$ cat src/rtl/wallace_pkg.sv
// Shared types and constants for the Wallace-tree multiplier family.
// Pure declarations: no logic, no latency, no flow control.
package wallace_pkg;

    localparam int DEFAULT_WIDTH = 8;

    typedef enum logic [1:0] {
        IDLE    = 2'd0,
        ACCUM   = 2'd1,
        RESOLVE = 2'd2,
        DONE    = 2'd3
    } state_e;

    function automatic int prod_width(input int width);
        return 2 * width;
    endfunction

endpackage

$ cat src/rtl/csa_mult_sequencer_csa_row.sv
// Half adder cell and a row of 3:2 compressors built from half-adder pairs.
// Purely combinational, zero latency, no flow control.
module half_adder (
    input  logic a_i,
    input  logic b_i,
    output logic sum_o,
    output logic carry_o
);

    assign sum_o   = a_i ^ b_i;
    assign carry_o = a_i & b_i;

endmodule

module csa_row #(
    parameter int WIDTH = 16
) (
    input  logic [WIDTH-1:0] x_i,
    input  logic [WIDTH-1:0] y_i,
    input  logic [WIDTH-1:0] z_i,
    output logic [WIDTH-1:0] sum_o,
    output logic [WIDTH-1:0] carry_o
);

    logic [WIDTH-1:0] s1;
    logic [WIDTH-1:0] c1;
    logic [WIDTH-1:0] c2;

    // Two half adders chained per bit; OR of their carries is the majority.
    for (genvar g = 0; g < WIDTH; g++) begin : g_bit
        half_adder u_ha0 (
            .a_i     (x_i[g]),
            .b_i     (y_i[g]),
            .sum_o   (s1[g]),
            .carry_o (c1[g])
        );
        half_adder u_ha1 (
            .a_i     (s1[g]),
            .b_i     (z_i[g]),
            .sum_o   (sum_o[g]),
            .carry_o (c2[g])
        );
    end

    assign carry_o = c1 | c2;

endmodule

$ cat src/rtl/csa_mult_sequencer.sv
// Iterative unsigned multiplier: N carry-save accumulate steps, then half-adder carry resolve.
// Latency N+k+2 cycles (k resolve steps, 0..2N); start is ignored while busy.
module csa_mult_sequencer
    import wallace_pkg::*;
#(
    parameter int WIDTH = DEFAULT_WIDTH
) (
    input  logic                 clk,
    input  logic                 rst,
    input  logic                 start,
    input  logic [WIDTH-1:0]     a,
    input  logic [WIDTH-1:0]     b,
    output logic                 busy,
    output logic                 done,
    output logic [2*WIDTH-1:0]   product
);

    localparam int PW = prod_width(WIDTH);
    localparam int IW = $clog2(WIDTH) + 1;
    localparam logic [IW-1:0] LAST_STEP = IW'(WIDTH - 1);

    state_e            state_q, state_d;
    logic [PW-1:0]     s_q, s_d;
    logic [PW-1:0]     c_q, c_d;
    logic [WIDTH-1:0]  a_q, a_d;
    logic [WIDTH-1:0]  b_q, b_d;
    logic [IW-1:0]     i_q, i_d;
    logic [PW-1:0]     product_q, product_d;

    logic              b_bit;
    logic [PW-1:0]     a_ext;
    logic [PW-1:0]     pp;
    logic [PW-1:0]     csa_sum;
    logic [PW-1:0]     csa_carry;
    logic [PW-1:0]     ha_sum;
    logic [PW-1:0]     ha_carry;

    assign b_bit = |(b_q & (WIDTH'(1) << i_q));
    assign a_ext = {{WIDTH{1'b0}}, a_q};
    assign pp    = b_bit ? (a_ext << i_q) : '0;

    csa_row #(
        .WIDTH (PW)
    ) u_csa (
        .x_i     (s_q),
        .y_i     (c_q),
        .z_i     (pp),
        .sum_o   (csa_sum),
        .carry_o (csa_carry)
    );

    // Resolve row: plain half adders, ripple happens over successive cycles.
    for (genvar g = 0; g < PW; g++) begin : g_resolve
        half_adder u_ha (
            .a_i     (s_q[g]),
            .b_i     (c_q[g]),
            .sum_o   (ha_sum[g]),
            .carry_o (ha_carry[g])
        );
    end

    always_comb begin
        state_d   = state_q;
        s_d       = s_q;
        c_d       = c_q;
        a_d       = a_q;
        b_d       = b_q;
        i_d       = i_q;
        product_d = product_q;
        case (state_q)
            IDLE: begin
                if (start) begin
                    a_d     = a;
                    b_d     = b;
                    s_d     = '0;
                    c_d     = '0;
                    i_d     = '0;
                    state_d = ACCUM;
                end
            end
            ACCUM: begin
                s_d = csa_sum;
                c_d = csa_carry << 1;
                i_d = i_q + IW'(1);
                if (i_q == LAST_STEP) begin
                    state_d = RESOLVE;
                end
            end
            RESOLVE: begin
                if (c_q == '0) begin
                    product_d = s_q;
                    state_d   = DONE;
                end else begin
                    s_d = ha_sum;
                    c_d = ha_carry << 1;
                end
            end
            DONE: begin
                state_d = IDLE;
            end
            default: begin
                state_d = IDLE;
            end
        endcase
    end

    always_ff @(posedge clk or posedge rst) begin
        if (rst) begin
            state_q   <= IDLE;
            s_q       <= '0;
            c_q       <= '0;
            a_q       <= '0;
            b_q       <= '0;
            i_q       <= '0;
            product_q <= '0;
        end else begin
            state_q   <= state_d;
            s_q       <= s_d;
            c_q       <= c_d;
            a_q       <= a_d;
            b_q       <= b_d;
            i_q       <= i_d;
            product_q <= product_d;
        end
    end

    assign busy    = (state_q != IDLE);
    assign done    = (state_q == DONE);
    assign product = product_q;

endmodule

$ cat config.mk
export PLATFORM = sky130hd
export DESIGN_NAME = csa_mult_sequencer
export DESIGN_NICKNAME = d
export VERILOG_FILES = /design/src/rtl/wallace_pkg.sv /design/src/rtl/csa_mult_sequencer_csa_row.sv /design/src/rtl/csa_mult_sequencer.sv
export SDC_FILE = /design/constraint.sdc
export NUM_CORES = 1
export LEC_CHECK = 0
export ABC_AREA = 1
export BUFFER_PORTS_ARGS = -buffer_cell sky130_fd_sc_hd__buf_2
export CAP_MARGIN = 40
export CORE_MARGIN = 1
export CORE_UTILIZATION = 50
export DETAILED_ROUTE_END_ITERATION = 10
export PLACE_DENSITY_LB_ADDON = 0.25
export SYNTH_ARGS = -nofsm -noshare
export SYNTH_HDL_FRONTEND = slang
export SYNTH_HIERARCHICAL = 1
export SYNTH_SLANG_ARGS = --single-unit
$ cat constraint.sdc
create_clock -name clk -period 2.75 [get_ports clk]
set_input_delay 0.55 -clock clk [delete_from_list [all_inputs] [get_ports clk]]
set_output_delay 0.55 -clock clk [all_outputs]
set_load 0.01 [all_outputs]
Word-level counts from Yosys, hierarchy flattened

Cells that the tools add are included.

Bitwise logic cells: 64
Equality and inequality tests: 8
Reductions and logical operators: 11
Add/subtract/negate cells: 1
Shift-type cells: 2
Mux-type cells: 12

Operator list:

| cell                                                               | count |
|---|---|
| 16-bit case mux with 3 select lines                                | 2 |
| 16-bit two-way mux                                                 | 4 |
| 1-bit bitwise XOR                                                  | 32 |
| 1-bit AND                                                          | 30 |
| 16-bit zero test                                                   | 1 |
| 8-bit by 4-bit << shifter with 16-bit output                       | 1 |
| 15-bit OR                                                          | 1 |
| 8-bit AND                                                          | 1 |
| 2-bit != test (second input constant)                              | 4 |
| 2-bit case mux with 4 select lines                                 | 1 |
| 4-bit case mux with 2 select lines                                 | 1 |
| 8-bit OR reduction                                                 | 1 |
| 1-bit by 4-bit << shifter with 8-bit output (first input constant) | 1 |
| 2-bit two-way mux                                                  | 3 |
| 2-bit AND reduction                                                | 3 |
| 3-bit AND reduction                                                | 2 |
| 4-bit by 1-bit adder with 4-bit output (second input constant)     | 1 |
| 2-bit == test (second input constant)                              | 2 |
| 4-bit by 3-bit == test with 1-bit output (second input constant)   | 1 |
| 4-bit two-way mux                                                  | 1 |
| 2-bit nonzero test                                                 | 2 |
| 3-bit nonzero test                                                 | 1 |
| 2-bit by 1-bit == test with 1-bit output (second input constant)   | 1 |
| 2-bit zero test                                                    | 1 |

Output and inout bits: 18
Word-level logic and storage cells: 105
Register bits: 70

Depth between registers and ports, before layout

Gate-level depths: netlist (run 1).

Depth after elaboration: 7
Gate-level depth with buffers: 18

By module

The synthesis (run 1) kept the hierarchy.

Modules (own cells, without submodules):

| module             | times used | cells an instance | area each (µm²) |
|---|---|---|---|
| csa_mult_sequencer | 1          | 520               | 3870.0 |
| half_adder         | 48         | 1                 | 12.5 |
| csa_row            | 1          | 48                | 180.2 |

Least setup slack after synthesis (run 1)

OpenSTA, ideal clock, no wires.

Path type: reg-to-reg
Start point: register i_q[0]
End point: register s_q[4]
Library setup time: 0.066 ns
Period minus slack after synthesis: 2.110 ns
Cell stages (with the launch flop): 17
Setup slack: 0.640 ns
Arrival time: 2.044 ns
Buffers on the path: 3
Cells stage by stage: dfrtp_1 -> buf_4 -> inv_2 -> buf_6 -> ha_1 -> a21oi_1 -> nand3_1 -> nand2_1 -> nand2_1 -> nand2_2 -> buf_4 -> nor2_1 -> ha_1 -> nand2_1 -> a21oi_1 -> nand3_1 -> nand2_1

Word-level cells in the longest chain between the ends: 6
Elaborated cells on any way between the ends: 7
Classes of those cells: shift: 2; mux: 2; bitwise: 2; reduce/logical: 1

RTL lines:

| what                                        | line                             | RTL |
|---|---|---|
| start: declaration                          | csa_mult_sequencer.sv:27         | `logic [IW-1:0] i_q, i_d;` |
| start signal: assignment                    | csa_mult_sequencer.sv:122        | `i_q <= i_d;` |
| 1-bit by 4-bit << shifter with 8-bit output | csa_mult_sequencer.sv:38         | `assign b_bit = \|(b_q & (WIDTH'(1) << i_q));` |
| 8-bit AND                                   | csa_mult_sequencer.sv:38         |  |
| 8-bit OR reduction                          | csa_mult_sequencer.sv:38         |  |
| 16-bit two-way mux (*)                      | csa_mult_sequencer.sv:40         | `assign pp = b_bit ? (a_ext << i_q) : '0;` |
| named net pp[4]                             | csa_mult_sequencer.sv:32         | `logic [PW-1:0] pp;` |
| 1-bit bitwise XOR (*)                       | csa_mult_sequencer_csa_row.sv:10 | `assign sum_o = a_i ^ b_i;` |
| named net csa_sum[4]                        | csa_mult_sequencer.sv:33         | `logic [PW-1:0] csa_sum;` |
| 16-bit case mux with 3 select lines (*)     | csa_mult_sequencer.sv:70         | `case (state_q)` |
| end signal: assignment                      | csa_mult_sequencer.sv:110        | `s_q <= '0;` |
| end signal: assignment                      | csa_mult_sequencer.sv:118        | `s_q <= s_d;` |
| end: declaration                            | csa_mult_sequencer.sv:23         | `logic [PW-1:0] s_q, s_d;` |

Mark *: on every way through the listed nets, which the timed path passes. The rest lies on a longest branch.
A chain may end at the register's enable or synchronous reset.

Worst setup path after layout (run 1)

Start point: register i_q[0]
End point: register s_q[1]

Same word-level chain as after synthesis.

==> flow_metrics.env, run 1 <==
export IMPL_outcome="finished with violations"
export IMPL_violations="design-rule violations"
export IMPL_avgViaCountPerCell=5.26
export IMPL_final_cell_mix="255 x nand2_1, 69 x dfrtp_1, 59 x ha_1"
export IMPL_min_period_ns=2.39
export IMPL_yosysWarnings=6
export IMPL_cts_hold_buf=0
export IMPL_power_leakage_nw=2.90
export IMPL_drv_cap=0
export IMPL_cts_resized=0
export IMPL_io_buffers=36
export IMPL_worstSetupPathType="reg -> reg"
export IMPL_peakVddDrop_uv=1030
export IMPL_worstSetupStartpointType="register"
export IMPL_clk_latency_ns=0.35
export IMPL_syn2layout_area_growth_pct=8.95
export IMPL_p_int_mw=2.56
export IMPL_hold_slack_ns=0.279
export IMPL_overflow=0
export IMPL_track_usage_pct=23.8
export IMPL_wl_per_cell_microns=14.0
export IMPL_grt_max_degree=44
export IMPL_rsz0062_at_grt="false"
export IMPL_cts_buffers=9
export IMPL_relSlewSlack_pct=52.7
export IMPL_drtAntennaViolNets=0
export IMPL_p_switching_mw=2.36
export IMPL_fin_skew_ns=0.00763
export IMPL_die_w_microns=98.3
export IMPL_core_area_sq_um=8850
export IMPL_final_common_cell="nand2_1"
export IMPL_critPathMaxFanout=14
export IMPL_setup_violations=0
export IMPL_hold_path_class="in -> async"
export IMPL_synth_area_sq_um=4640
export IMPL_clock_sinks=69
export IMPL_timing_final_crit_share_pct=87.0
export IMPL_clockBufferDepth=2
export IMPL_end_kind="register"
export IMPL_drive_gt1_share_pct=13.0
export IMPL_tightest_slew_ns=0.709
export IMPL_io_pins=37
export IMPL_utilization_pct=57.1
export IMPL_power_share_switching_pct=47.9
export IMPL_num_antenna_cells=0
export IMPL_synthCells=613
export IMPL_die_area_sq_um=9670
export IMPL_rows=34
export IMPL_dp_slack_ns=0.405
export IMPL_vias=3969
export IMPL_root_buffer="clkbuf_8"
export IMPL_cts_tree="done"
export IMPL_grt_pass1_wl_microns=18300
export IMPL_hold_viol_final=0
export IMPL_pwr_share_clk_pct=17.0
export IMPL_fmaxAchievable_mhz=418
export IMPL_antenna_found_initial=0
export IMPL_worst_slack_ns=0.358
export IMPL_pwr_density_cell_nw_per_um2=972
export IMPL_clk_pin_slew_ns=0.08
export IMPL_slew_viol_final=0
export IMPL_avgSynthCellArea_sq_um=7.57
export IMPL_dpl_hpwl_microns=7200
export IMPL_num_fill_cells=846
export IMPL_route_detailed_drc=3
export IMPL_fin_tns_setup_ns=0
export IMPL_seqPwrFrac_pct=31.6
export IMPL_htree_levels=3
export IMPL_start_util_pct=52.4
export IMPL_worstPathArrival_ns=2.68
export IMPL_grt_pass1_vias=3821
export IMPL_critPathRequiredTime_ns=3.04
export IMPL_fp_dieH_microns=98.3
export IMPL_wirelength_microns=10600
export IMPL_cts_setup_buffers=0
export IMPL_drtPass1Iterations=10
export IMPL_p_comb_share_pct=51.5
export IMPL_drtIter0Drc=207
export IMPL_fin_nets=720
export IMPL_routabilityCongestion=0.923
-- final cells by class --
cell class / instances / area [sq um] / share of cell area (%)
tap: 108 / 135 / 2.67
clock inverter: 4 / 47.5 / 0.941
multi-input combinational: 468 / 2540 / 50.2
clock buffer: 12 / 145 / 2.87
inverter: 48 / 180 / 3.56
sequential: 69 / 1730 / 34.2
timing repair buffer: 46 / 280 / 5.54
-- stage by stage --
step,cell area (sq um),power (mW),instances
final,5050,4.92,755
after detailed placement,4860,4.10,739
after global routing,5050,5.34,755
after CTS,5050,4.94,755
after global placement,4860,4.04,739
after floorplan,4650,3.48,615
-- flip-flops by register name (all words and copies together) (netlist names) --
| signal | count |
|---|---|
| product | 16 |
| s_q | 16 |
| c_q | 15 |
| a_q | 8 |
| b_q | 8 |
| i_q | 4 |
| state_q | 2 |
-- per-layer routing --
metal | wire length [microns] | part of all wire (%) | track usage, %
met1 | 5100 | 48 | 32.2
met2 | 5030 | 47 | 39.2
met3 | 299 | 2.8 | 3.29
met4 | 161 | 1.5 | 8.50
met5 | 0 | 0 | 0
-- critical path, cell delays in order, from the launching register on --
cell and delay (ns):
dfrtp_1 0.55, inv_2 0.19, ha_1 0.26, a21oi_1 0.12
nand3_1 0.08, nand2_1 0.07, nand2_1 0.07, nand2_2 0.22
nor2_1 0.08, ha_1 0.28, nand2_1 0.05, a21oi_1 0.17
nand3_1 0.09, nand2_1 0.09
-- final timing paths --
kind | from | end | slack [ns] | depth (start not counted)
min in group clk | a[0] | a_q[0]$_DFFE_PP0P_ | 0.43 | 2
hold reg to reg | product[5]$_DFFE_PP0P_ | product[5]$_DFFE_PP0P_ | 0.48 | 2
max in group asynchronous | rst | s_q[14]$_DFFE_PP0P_ | 1.81 | 3
setup reg to reg | i_q[0]$_DFFE_PP0P_ | s_q[1]$_DFFE_PP0P_ | 0.36 | 13
setup / recovery | i_q[0]$_DFFE_PP0P_ | s_q[1]$_DFFE_PP0P_ | 0.36 | 13
hold / removal | rst | product[2]$_DFFE_PP0P_ | 0.28 | 2
-- power groups by stage --
stage / registers (mW) / clock network [mW] / logic (mW)
finish: 1.55 / 0.835 / 2.53
floorplan: 1.52 / 0 / 1.96
global route: 1.58 / 0.893 / 2.87
global placement: 1.56 / 0 / 2.49
detailed placement: 1.57 / 0 / 2.54
CTS: 1.55 / 0.849 / 2.54
Power figures use the tool's default switching activity.
==> run 2: changes to the inputs <==
Settings changed: CELL_PAD_IN_SITES_DETAIL_PLACEMENT from default to 0, CELL_PAD_IN_SITES_GLOBAL_PLACEMENT from default to 1, CORE_UTILIZATION 50 to 45.
==> run 2 against run 1 <==
Compared with the run above:
- the run now ends clean
- global-route usage down 1.8 points
- die area up 11%
- clock power down 15%
- register-to-register slack worse by 0.10 ns
- combinational power up 2%
- fmax down 4.0%
- clock-buffer cell count down 1
- largest cell class unchanged
==> flow_metrics.env, run 2 (synthesis results as in run 1) <==
export IMPL_outcome="finished clean"
export IMPL_hold_viol_final=0
export IMPL_power_mw=4.83
export IMPL_track_usage_pct=22.0
export IMPL_fin_nets=725
export IMPL_rsz0062_at_grt="false"
export IMPL_num_antenna_cells=0
export IMPL_die_w_microns=104
export IMPL_start_util_pct=47.0
export IMPL_grt_max_degree=47
export IMPL_critPathRequiredTime_ns=3.04
export IMPL_avgViaCountPerCell=5.03
export IMPL_num_fill_cells=1007
export IMPL_clk_pin_slew_ns=0.08
export IMPL_final_cell_mix="255 x nand2_1, 69 x dfrtp_1, 59 x ha_1"
export IMPL_clockBufferDepth=2
export IMPL_cts_buffers=9
export IMPL_worstPathArrival_ns=2.78
export IMPL_drtIter0Drc=205
export IMPL_antenna_found_initial=0
export IMPL_syn2layout_area_growth_pct=9.41
export IMPL_critPathBufInv=1
export IMPL_hold_path_class="in -> async"
export IMPL_dp_cells=769
export IMPL_cts_hold_buf=0
export IMPL_slew_viol_final=0
export IMPL_relSlewSlack_pct=55.7
export IMPL_fmaxAchievable_mhz=401
export IMPL_grt_pass1_vias=3956
export IMPL_fin_tns_setup_ns=0
export IMPL_path_common_cell="nand2_1"
export IMPL_peakVddDrop_uv=991
export IMPL_io_buffers=36
export IMPL_fp_dieH_microns=104
export IMPL_clk_latency_ns=0.35
export IMPL_routabilityCongestion=0.848
export IMPL_setup_violations=0
export IMPL_route_detailed_drc=0
export IMPL_end_kind="register"
export IMPL_power_leakage_nw=2.90
export IMPL_tightest_slew_ns=0.663
export IMPL_critPathMaxFanout=14
export IMPL_cts_setup_buffers=0
export IMPL_drtPass1Iterations=4
export IMPL_pwr_density_cell_nw_per_um2=951
export IMPL_timing_final_crit_share_pct=90.6
export IMPL_drv_cap=0
export IMPL_drtAntennaViolNets=0
export IMPL_root_buffer="clkbuf_8"
export IMPL_clock_sinks=69
export IMPL_worstSetupPathType="reg -> reg"
export IMPL_io_pins=37
export IMPL_cts_resized=0
export IMPL_wl_per_cell_microns=13.9
export IMPL_core_area_sq_um=9860
export IMPL_min_period_ns=2.49
export IMPL_drive_gt1_share_pct=13.5
export IMPL_dpl_hpwl_microns=7620
export IMPL_dp_slack_ns=0.239
export IMPL_utilization_pct=51.5
export IMPL_wirelength_microns=10900
export IMPL_vias=3942
export IMPL_rows=36
export IMPL_htree_levels=3
export IMPL_cts_tree="done"
export IMPL_die_area_sq_um=10700
export IMPL_finalNonFillerCells=784
export IMPL_worst_slack_ns=0.259
export IMPL_final_common_cell="nand2_1"
export IMPL_cpLargestDelayFamily="simple AND/OR/NAND/NOR gates"
export IMPL_critical_path_cell_chain="inv_2, ha_1, a21oi_1, nand3_1, nand2_1, nand2_1, nand2_2, nor2_1, ha_1, nand2_1, a21oi_1, nand3_1, nand2_1"
export IMPL_overflow=0
export IMPL_worstSetupStartpointType="register"
export IMPL_grt_pass1_wl_microns=18900
export IMPL_fin_skew_ns=0.0138
export IMPL_cp_slowest_cell="dfrtp_1"
export IMPL_cp_slowest_stage_delay_ns=0.58
## run 2: changes by cell type in the layout (fill, tap and decap cells not counted), sizes merged
cell | previous run | this run
clkinv | 2 | 3
bufinv | 1 | 0
clkbuf | 12 | 11
buf | 46 | 51
## run 2: area by class of cell
cell class | instances | area, sq um | area share [%]
sequential | 69 | 1730 | 34.0
multi-input combinational | 468 | 2540 | 50.0
inverter | 48 | 180 | 3.55
clock inverter | 4 | 26.3 | 0.518
clock buffer | 11 | 131 | 2.59
timing repair buffer | 51 | 305 | 6.01
tap | 133 | 166 | 3.28
## run 2: final timing paths
| path | startpoint | endpoint | slack (ns) | cells past startpoint |
|---|---|---|---|---|
| min | rst | product[7]$_DFFE_PP0P_ | 0.24 | 2 |
| max in group asynchronous | rst | s_q[1]$_DFFE_PP0P_ | 1.84 | 3 |
| max reg2reg | i_q[0]$_DFFE_PP0P_ | s_q[5]$_DFFE_PP0P_ | 0.26 | 13 |
| min reg2reg | product[8]$_DFFE_PP0P_ | product[8]$_DFFE_PP0P_ | 0.47 | 2 |
| max | i_q[0]$_DFFE_PP0P_ | s_q[5]$_DFFE_PP0P_ | 0.26 | 13 |
| min in group clk | b[4] | b_q[4]$_DFFE_PP0P_ | 0.43 | 2 |
## run 2: report_power, final
group | switching (mW) | internal (mW)
clock | 0.385 | 0.321
sequential | 0.255 | 1.30
combinational | 1.74 | 0.831
total | 2.38 | 2.45
## run 2: through the flow
step | hold WS (ns) | instance area [sq um]
2_1_floorplan | 0.480 | 4650
3_3_place_gp | 0.457 | 4920
3_5_place_dp | 0.460 | 4920
4_1_cts | 0.248 | 5080
5_1_grt | 0.271 | 5080
6_report | 0.235 | 5080
## run 2: routing by layer
layer	up-vias	wire, microns	track usage, %
met5	-	0	0
met3	9	352	3.84
met1	1849	5380	29.8
met2	75	5030	35.0
met4	0	129	8.49
li1	2009	-	-
